### config.mk
export PLATFORM = sky130hd
export DESIGN_NAME = ssd_scan_decoder
export DESIGN_NICKNAME = d
export VERILOG_FILES = /design/src/rtl/ssd_scan_decoder.sv
export SDC_FILE = /design/constraint.sdc
export NUM_CORES = 1
export LEC_CHECK = 0
export ABC_AREA = 1
export CAP_MARGIN = 20
export CORE_MARGIN = 2
export CORE_UTILIZATION = 25
export CTS_CLUSTER_SIZE = 24
export DETAILED_ROUTE_END_ITERATION = 6
export PLACE_DENSITY_LB_ADDON = 0.12
export SLEW_MARGIN = 20
export SYNTH_ARGS = -nofsm -noshare
export SYNTH_HDL_FRONTEND = slang
export SYNTH_SLANG_ARGS = --single-unit
### constraint.sdc
create_clock -name Clk -period 6.3 [get_ports Clk]
set_input_delay 0.945 -clock Clk [delete_from_list [all_inputs] [get_ports Clk]]
set_output_delay 0.945 -clock Clk [all_outputs]
set_load 0.05 [all_outputs]
### src/rtl/ssd_scan_decoder.sv
// Receive side of an 8-digit multiplexed seven-segment display: watches the
// active-low anode/cathode scan, rebuilds the eight hex digits and flags illegal activity.
module ssd_scan_decoder #(
  parameter int unsigned SETTLE_CYCLES = 16
) (
  input  logic        Clk,
  input  logic        Reset,
  input  logic [7:0]  An,
  input  logic [7:0]  Cathodes,
  output logic [31:0] Digits,
  output logic [7:0]  Dp_lit,
  output logic [7:0]  Digit_valid,
  output logic        Frame_done,
  output logic        Err,
  output logic [1:0]  Err_code
);

  localparam int unsigned CNT_W = $clog2(SETTLE_CYCLES + 1);
  localparam logic [CNT_W-1:0] CNT_MAX = CNT_W'(SETTLE_CYCLES);

  typedef enum logic [1:0] {S_IDLE, S_SETTLE, S_CAPTURE, S_HOLD} state_e;
  typedef enum logic [1:0] {ERR_NONE = 2'b00, ERR_MULTI = 2'b01, ERR_SEG = 2'b10} err_e;

  logic [7:0]       an_q, cat_q;
  state_e           state_q, state_d;
  logic [CNT_W-1:0] cnt_q, cnt_d;
  logic [7:0]       lock_an_q, lock_an_d;
  logic [2:0]       lock_idx_q, lock_idx_d;
  logic [31:0]      digits_q, digits_d;
  logic [7:0]       dp_q, dp_d;
  logic [7:0]       valid_q, valid_d;
  logic [7:0]       mask_q, mask_d;
  logic             frame_q, frame_d;
  logic             err_q, err_d;
  err_e             err_code_q, err_code_d;

  logic [3:0] zero_cnt;
  logic [2:0] one_idx;
  logic       an_one, an_multi;
  logic       seg_legal;
  logic [3:0] seg_value;
  logic       capture;

  // Anode classification of the registered sample.
  always_comb begin
    // NOTE: every combinational output gets a default first so no latch is inferred.
    zero_cnt = '0;
    one_idx  = '0;
    for (int i = 0; i < 8; i++) begin
      if (!an_q[i]) begin
        zero_cnt = zero_cnt + 4'd1;
        one_idx  = 3'(i);
      end
    end
    an_one   = (zero_cnt == 4'd1);
    an_multi = (zero_cnt >= 4'd2);
  end

  always_comb begin
    seg_legal = 1'b1;
    seg_value = 4'h0;
    case (cat_q[7:1])
      7'b0000001: seg_value = 4'h0;
      7'b1001111: seg_value = 4'h1;
      7'b0010010: seg_value = 4'h2;
      7'b0000110: seg_value = 4'h3;
      7'b1001100: seg_value = 4'h4;
      7'b0100100: seg_value = 4'h5;
      7'b0100000: seg_value = 4'h6;
      7'b0001111: seg_value = 4'h7;
      7'b0000000: seg_value = 4'h8;
      7'b0000100: seg_value = 4'h9;
      7'b0001000: seg_value = 4'hA;
      7'b1100000: seg_value = 4'hB;
      7'b0110001: seg_value = 4'hC;
      7'b1000010: seg_value = 4'hD;
      7'b0110000: seg_value = 4'hE;
      7'b0111000: seg_value = 4'hF;
      default:    seg_legal = 1'b0;
    endcase
  end

  // Next-state logic: a dwell is captured once, then held until the anodes move.
  always_comb begin
    state_d    = state_q;
    cnt_d      = cnt_q;
    lock_an_d  = lock_an_q;
    lock_idx_d = lock_idx_q;
    case (state_q)
      S_IDLE: begin
        if (an_one) begin
          state_d    = S_SETTLE;
          cnt_d      = CNT_W'(1);
          lock_an_d  = an_q;
          lock_idx_d = one_idx;
        end
      end
      S_SETTLE: begin
        if (an_q == lock_an_q) begin
          if (cnt_q == CNT_MAX) state_d = S_CAPTURE;
          else                  cnt_d   = cnt_q + CNT_W'(1);
        end else if (an_one) begin
          cnt_d      = CNT_W'(1);
          lock_an_d  = an_q;
          lock_idx_d = one_idx;
        end else begin
          state_d = S_IDLE;
          cnt_d   = '0;
        end
      end
      S_CAPTURE: state_d = S_HOLD;
      S_HOLD: begin
        if (an_q != lock_an_q) begin
          if (an_one) begin
            state_d    = S_SETTLE;
            cnt_d      = CNT_W'(1);
            lock_an_d  = an_q;
            lock_idx_d = one_idx;
          end else begin
            state_d = S_IDLE;
            cnt_d   = '0;
          end
        end
      end
      default: state_d = S_IDLE;
    endcase
  end

  assign capture = (state_q == S_CAPTURE);

  always_comb begin
    digits_d   = digits_q;
    dp_d       = dp_q;
    valid_d    = valid_q;
    err_d      = err_q;
    err_code_d = err_code_q;
    frame_d    = (mask_q == 8'hFF);
    mask_d     = frame_d ? 8'h00 : mask_q;
    if (capture) begin
      mask_d[lock_idx_q]  = 1'b1;
      dp_d[lock_idx_q]    = ~cat_q[0];
      valid_d[lock_idx_q] = seg_legal;
      if (seg_legal) digits_d[{lock_idx_q, 2'b00} +: 4] = seg_value;
    end
    // Only the first error is recorded; a coincident multi-anode wins.
    if (an_multi || (capture && !seg_legal)) begin
      err_d = 1'b1;
      if (err_code_q == ERR_NONE) err_code_d = an_multi ? ERR_MULTI : ERR_SEG;
    end
  end

  always_ff @(posedge Clk) begin
    // NOTE: sequential state uses non-blocking assignments so every flop samples pre-edge values.
    if (Reset) begin
      // NOTE: the digit store is reset along with control because its outputs must read 0 after reset.
      an_q       <= 8'hFF;
      cat_q      <= 8'hFF;
      state_q    <= S_IDLE;
      cnt_q      <= '0;
      lock_an_q  <= 8'hFF;
      lock_idx_q <= '0;
      digits_q   <= '0;
      dp_q       <= '0;
      valid_q    <= '0;
      mask_q     <= '0;
      frame_q    <= 1'b0;
      err_q      <= 1'b0;
      err_code_q <= ERR_NONE;
    end else begin
      an_q       <= An;
      cat_q      <= Cathodes;
      state_q    <= state_d;
      cnt_q      <= cnt_d;
      lock_an_q  <= lock_an_d;
      lock_idx_q <= lock_idx_d;
      digits_q   <= digits_d;
      dp_q       <= dp_d;
      valid_q    <= valid_d;
      mask_q     <= mask_d;
      frame_q    <= frame_d;
      err_q      <= err_d;
      err_code_q <= err_code_d;
    end
  end

  assign Digits      = digits_q;
  assign Dp_lit      = dp_q;
  assign Digit_valid = valid_q;
  assign Frame_done  = frame_q;
  assign Err         = err_q;
  assign Err_code    = err_code_q;

endmodule

==> results.md <==
- The flow ran to the end, and the final reports show no timing, DRC or antenna violations.
- Measured against the total synthesized area, the mux share comes to 0%.
- The cell at the slowest stage of the critical path is dfxtp_1.
- The vias per cell is approximately 4.5.
- The deepest level of the CTS H-tree is 3.
- The core footprint is about 0.018 mm2.
- The area added between synthesis and finish is 25.9%.
- The initial utilization of the core area, before any placement, comes to 25.7%.
- Clock tree synthesis found a total of 94 sinks.
- The count of TritonRoute iterations in the first routing pass is 5.
- Together, buffers and inverters on the worst path number 3.
- The largest total area in the synthesized netlist belongs to dfxtp_1.
- The xor/xnor cell area share of the yosys netlist is approximately 1.5%.
- Global routing consumed, over all layers together, 12.5% of the routing resources.
- The via count of the first global-routing pass was 4111.
- The weighted congestion at the end of routability-driven global placement is approximately 0.8.
- For this run, asynchronously set or reset flops after synthesis account for 0%.
- The critical path launch point type is a flip-flop.
- Cells with a size suffix above 1 make up 10.1% of the layout.
- Summing the areas of all fa, ha and maj instances in the mapped netlist gives ~3.0% of the synthesized area.
- The compound-gate portion of the synthesized area is between 10% and 20%.
- After synthesis, the largest family of logic cells by area is simple AND/OR/NAND/NOR gates.
- TritonCTS built the clock tree.
- The share of synthesized area occupied by flip-flops and latches is a little over 40%.
- The first global-routing pass estimated between 15000 and 20000 um of wire.
- For the pin with the worst max-slew slack, the measured transition is ~0.75 ns.
- The type of the worst setup path is reg -> reg.
- The peak supply drop is around 0.11 mV.
- The tightest slew margin relative to the limit is about half.
- Max-cap violations in this run came to 0.
- The setup TNS after final layout is 0 ns.
- The critical path's largest stage delay is approximately 0.35 ns.
- Entering global routing, the biggest net connects around 50 pins.
- OpenSTA, run right after detailed placement, puts the worst setup slack at 1.63 ns.
- The kind of cell with the highest combined delay along the critical path is simple AND/OR/NAND/NOR gates.
- The area of the die is 0.0197 mm2.
- The clock arrives with 0.00679 ns of skew.
- The setup slack of the most critical reg-to-reg path is about 1.6 ns.
- Clock tree synthesis selected as its root buffer the cell clkbuf_16.
- The global-route track usage on met1 is 16.8%.
- Of the available clock period, the critical path in the final layout requires roughly 74%.
- Data on the critical path is required at its endpoint by roughly 6.6 ns.
- The overall die width is 140 um.
- The most used cell along the critical path is nand2_1.
- Across all setup checks in the final design, the least slack found is ~1.6 ns.
- The DRC violations left is 0.
- After synthesis the cells add up to between 0.004 and 0.005 mm2.
- The classification of the worst-slack hold path is reg -> reg.
- The worst path arrival time is about 5 ns.
- In this run the most used layer during global routing was met2.
- Setup violations remaining at the end of the flow were counted as 0.
- In the global route stage, met3 resource usage came out at about 2.7%.
- After synthesis, the largest area contributor takes up around 40% of total cell area.
- The number of antenna diodes in the final layout is 0.
- The number of inserted filler cells in the final layout is about 1900.
- In the synthesized netlist, the cells that appear most often are nand2_1, dfxtp_1, inv_1.
- The synthesized design contains 0 enable-type register cells.
- In this run the remaining antenna-violating nets after routing total 0.
- The final instance area is 0.00585 mm2.
- The final count of pins violating max slew is 0.
- The placed instance area is 0.00557 mm2.
- Pin placement for this block handled 70 I/O pins.
- In the final layout, the multi-input gates occupy 0.00235 mm2.
- For this design, the CTS-stage hold fixing added 0 buffers.
- After clock tree synthesis, the setup repair step added 0 buffers.
- Of all nets on the critical path, the largest fanout is 18.
- The detail-routed net length per standard cell is around 12 um.
- The netlist uses 38 different library cells.
- The total count of hold-check failures in the final report is 0.
- The minimum period implied by the final worst setup slack is ~4.7 ns.
- The total power divided by cell area is roughly 250 mW/mm2.
- After clock tree synthesis, the clock-pin slew on the worst setup and hold paths is roughly 0.07 ns.
- The die height is ~140 um.
- The clock latency reported for the late side of the worst-skew pair is around 0.35 ns.
- The count of buffers from port buffering is slightly below 70.
- The dominant synthesized flop cell is dfxtp_1.
- Summed over all layers, the global routing overflow is 0.
- Summed over all layers, the routed wires come to around 12000 um.
- No sink is reached through more buffers than the 2 on the longest clock path.
- The average instance in the mapped netlist occupies 7.14 um2.
- STA classifies the critical path endpoint as a flip-flop.
- Global routing used 20.0% of the available met2 tracks.
- Of the total synthesized cell area, the portion taken by AND, OR, NAND and NOR gates is a little under a third.
- The final route contains between 4000 and 5000 vias.
- After floorplanning, the core was divided into between 40 and 50 placement rows.
- The number of nets in the synthesized netlist is a little under 700.
- In this run, the number of DRC markers left after iteration 0 of detailed routing was roughly 240.
- The post-synthesis register bit count is 94.
- In this run, CTS created clock tree buffers numbering 9.
- The highest clock rate is around 210 MHz.
- The initial antenna violation count came to 0.
- For this design the static power due to leakage is roughly 2.5 nW.
- Power comes to between 1 and 1.5 mW.
- The cell count after synthesis came out at 651.
- The net count of the finished layout is 748.
- The number of gates resized after CTS was 0.
- Setup repair after global routing left no endpoint under its margin.
- The area occupied by registers is between 0.0015 and 0.002 mm2.
- Yosys printed 0 warnings.
- Yosys instantiated no cell more often than nand2_1.
- Sorting the synthesized cells by area gives the leading types as dfxtp_1, nand2_1, inv_1.
- The wire-length estimate of the detail-placed layout is 8860 um.
[report_power, final]
group / leakage (nW) / internal (mW) / switching, mW / total [mW]
Clock: 0.133 / 0.272 / 0.248 / 0.519
Sequential: 0.765 / 0.625 / 0.0308 / 0.656
Combinational: 1.61 / 0.106 / 0.196 / 0.302
[worst register-to-register path: cells and delay by family (launching register included)]
family	cells	cell delay, ns
simple gates	18	2.24
fa+ha+maj	6	1.60
flops	1	0.35
buf+inv	3	0.23
compound gates	1	0.18
[worst paths after layout]
check,from,end,depth (start not counted)
max reg2reg,an_q[1],lock_idx_q[2],28
max,an_q[1],lock_idx_q[2],28
min,Digits[20],Digits[20],2
min reg2reg,Digits[20],Digits[20],2
[placed cells by master (no fill, tap or decap), types with 16 or more instances in the layout]
master	n
nand2_1	120
dfxtp_1	94
inv_1	90
nor2_1	69
clkdlybuf4s50_1	69
a21oi_1	60
nand3_1	44
o21ai_0	32
or2_2	20
nor3_1	16
[layout make-up]
cell class	instances	share of cell area, %
multi-input combinational	449	40.1
sequential	94	32.1
timing repair buffer	71	12.1
inverter	94	6.03
tap	229	4.89
clock buffer	9	3.85
clock inverter	7	0.940
[logic make-up after synthesis]
family | Yosys count
and+or+nand+nor | 316
AOI/OAI and AO/OA | 114
buffers and inverters | 108
DFF | 94
adders and majority gates | 11
xor gates and xnor gates | 8
[registers in the layout (all words and copies together), names as in the netlist, 2 cells and up, named ones only]
signal and count:
cnt_q 5, Dp_lit 8, lock_idx_q 3, mask_q 8
cat_q 8, Digits 32, Err_code 2, Digit_valid 8
an_q 8, lock_an_q 8
[metal layers]
metal | part of all wire [%] | up-vias
li1 | - | 2248
met1 | 49 | 1908
met2 | 45 | 74
met3 | 4.2 | 12
met4 | 1.3 | 0
met5 | 0 | -
[metrics by stage]
step                      std cells  util [%]  hold WS [ns]
after floorplan                 651         -         0.441
after global placement          937      30.8         0.441
after detailed placement        937      30.8         0.443
after CTS                       953      32.4         0.454
after global routing            953      32.4         0.476
final                           953      32.4         0.448
Power figures use the tool's default switching activity.
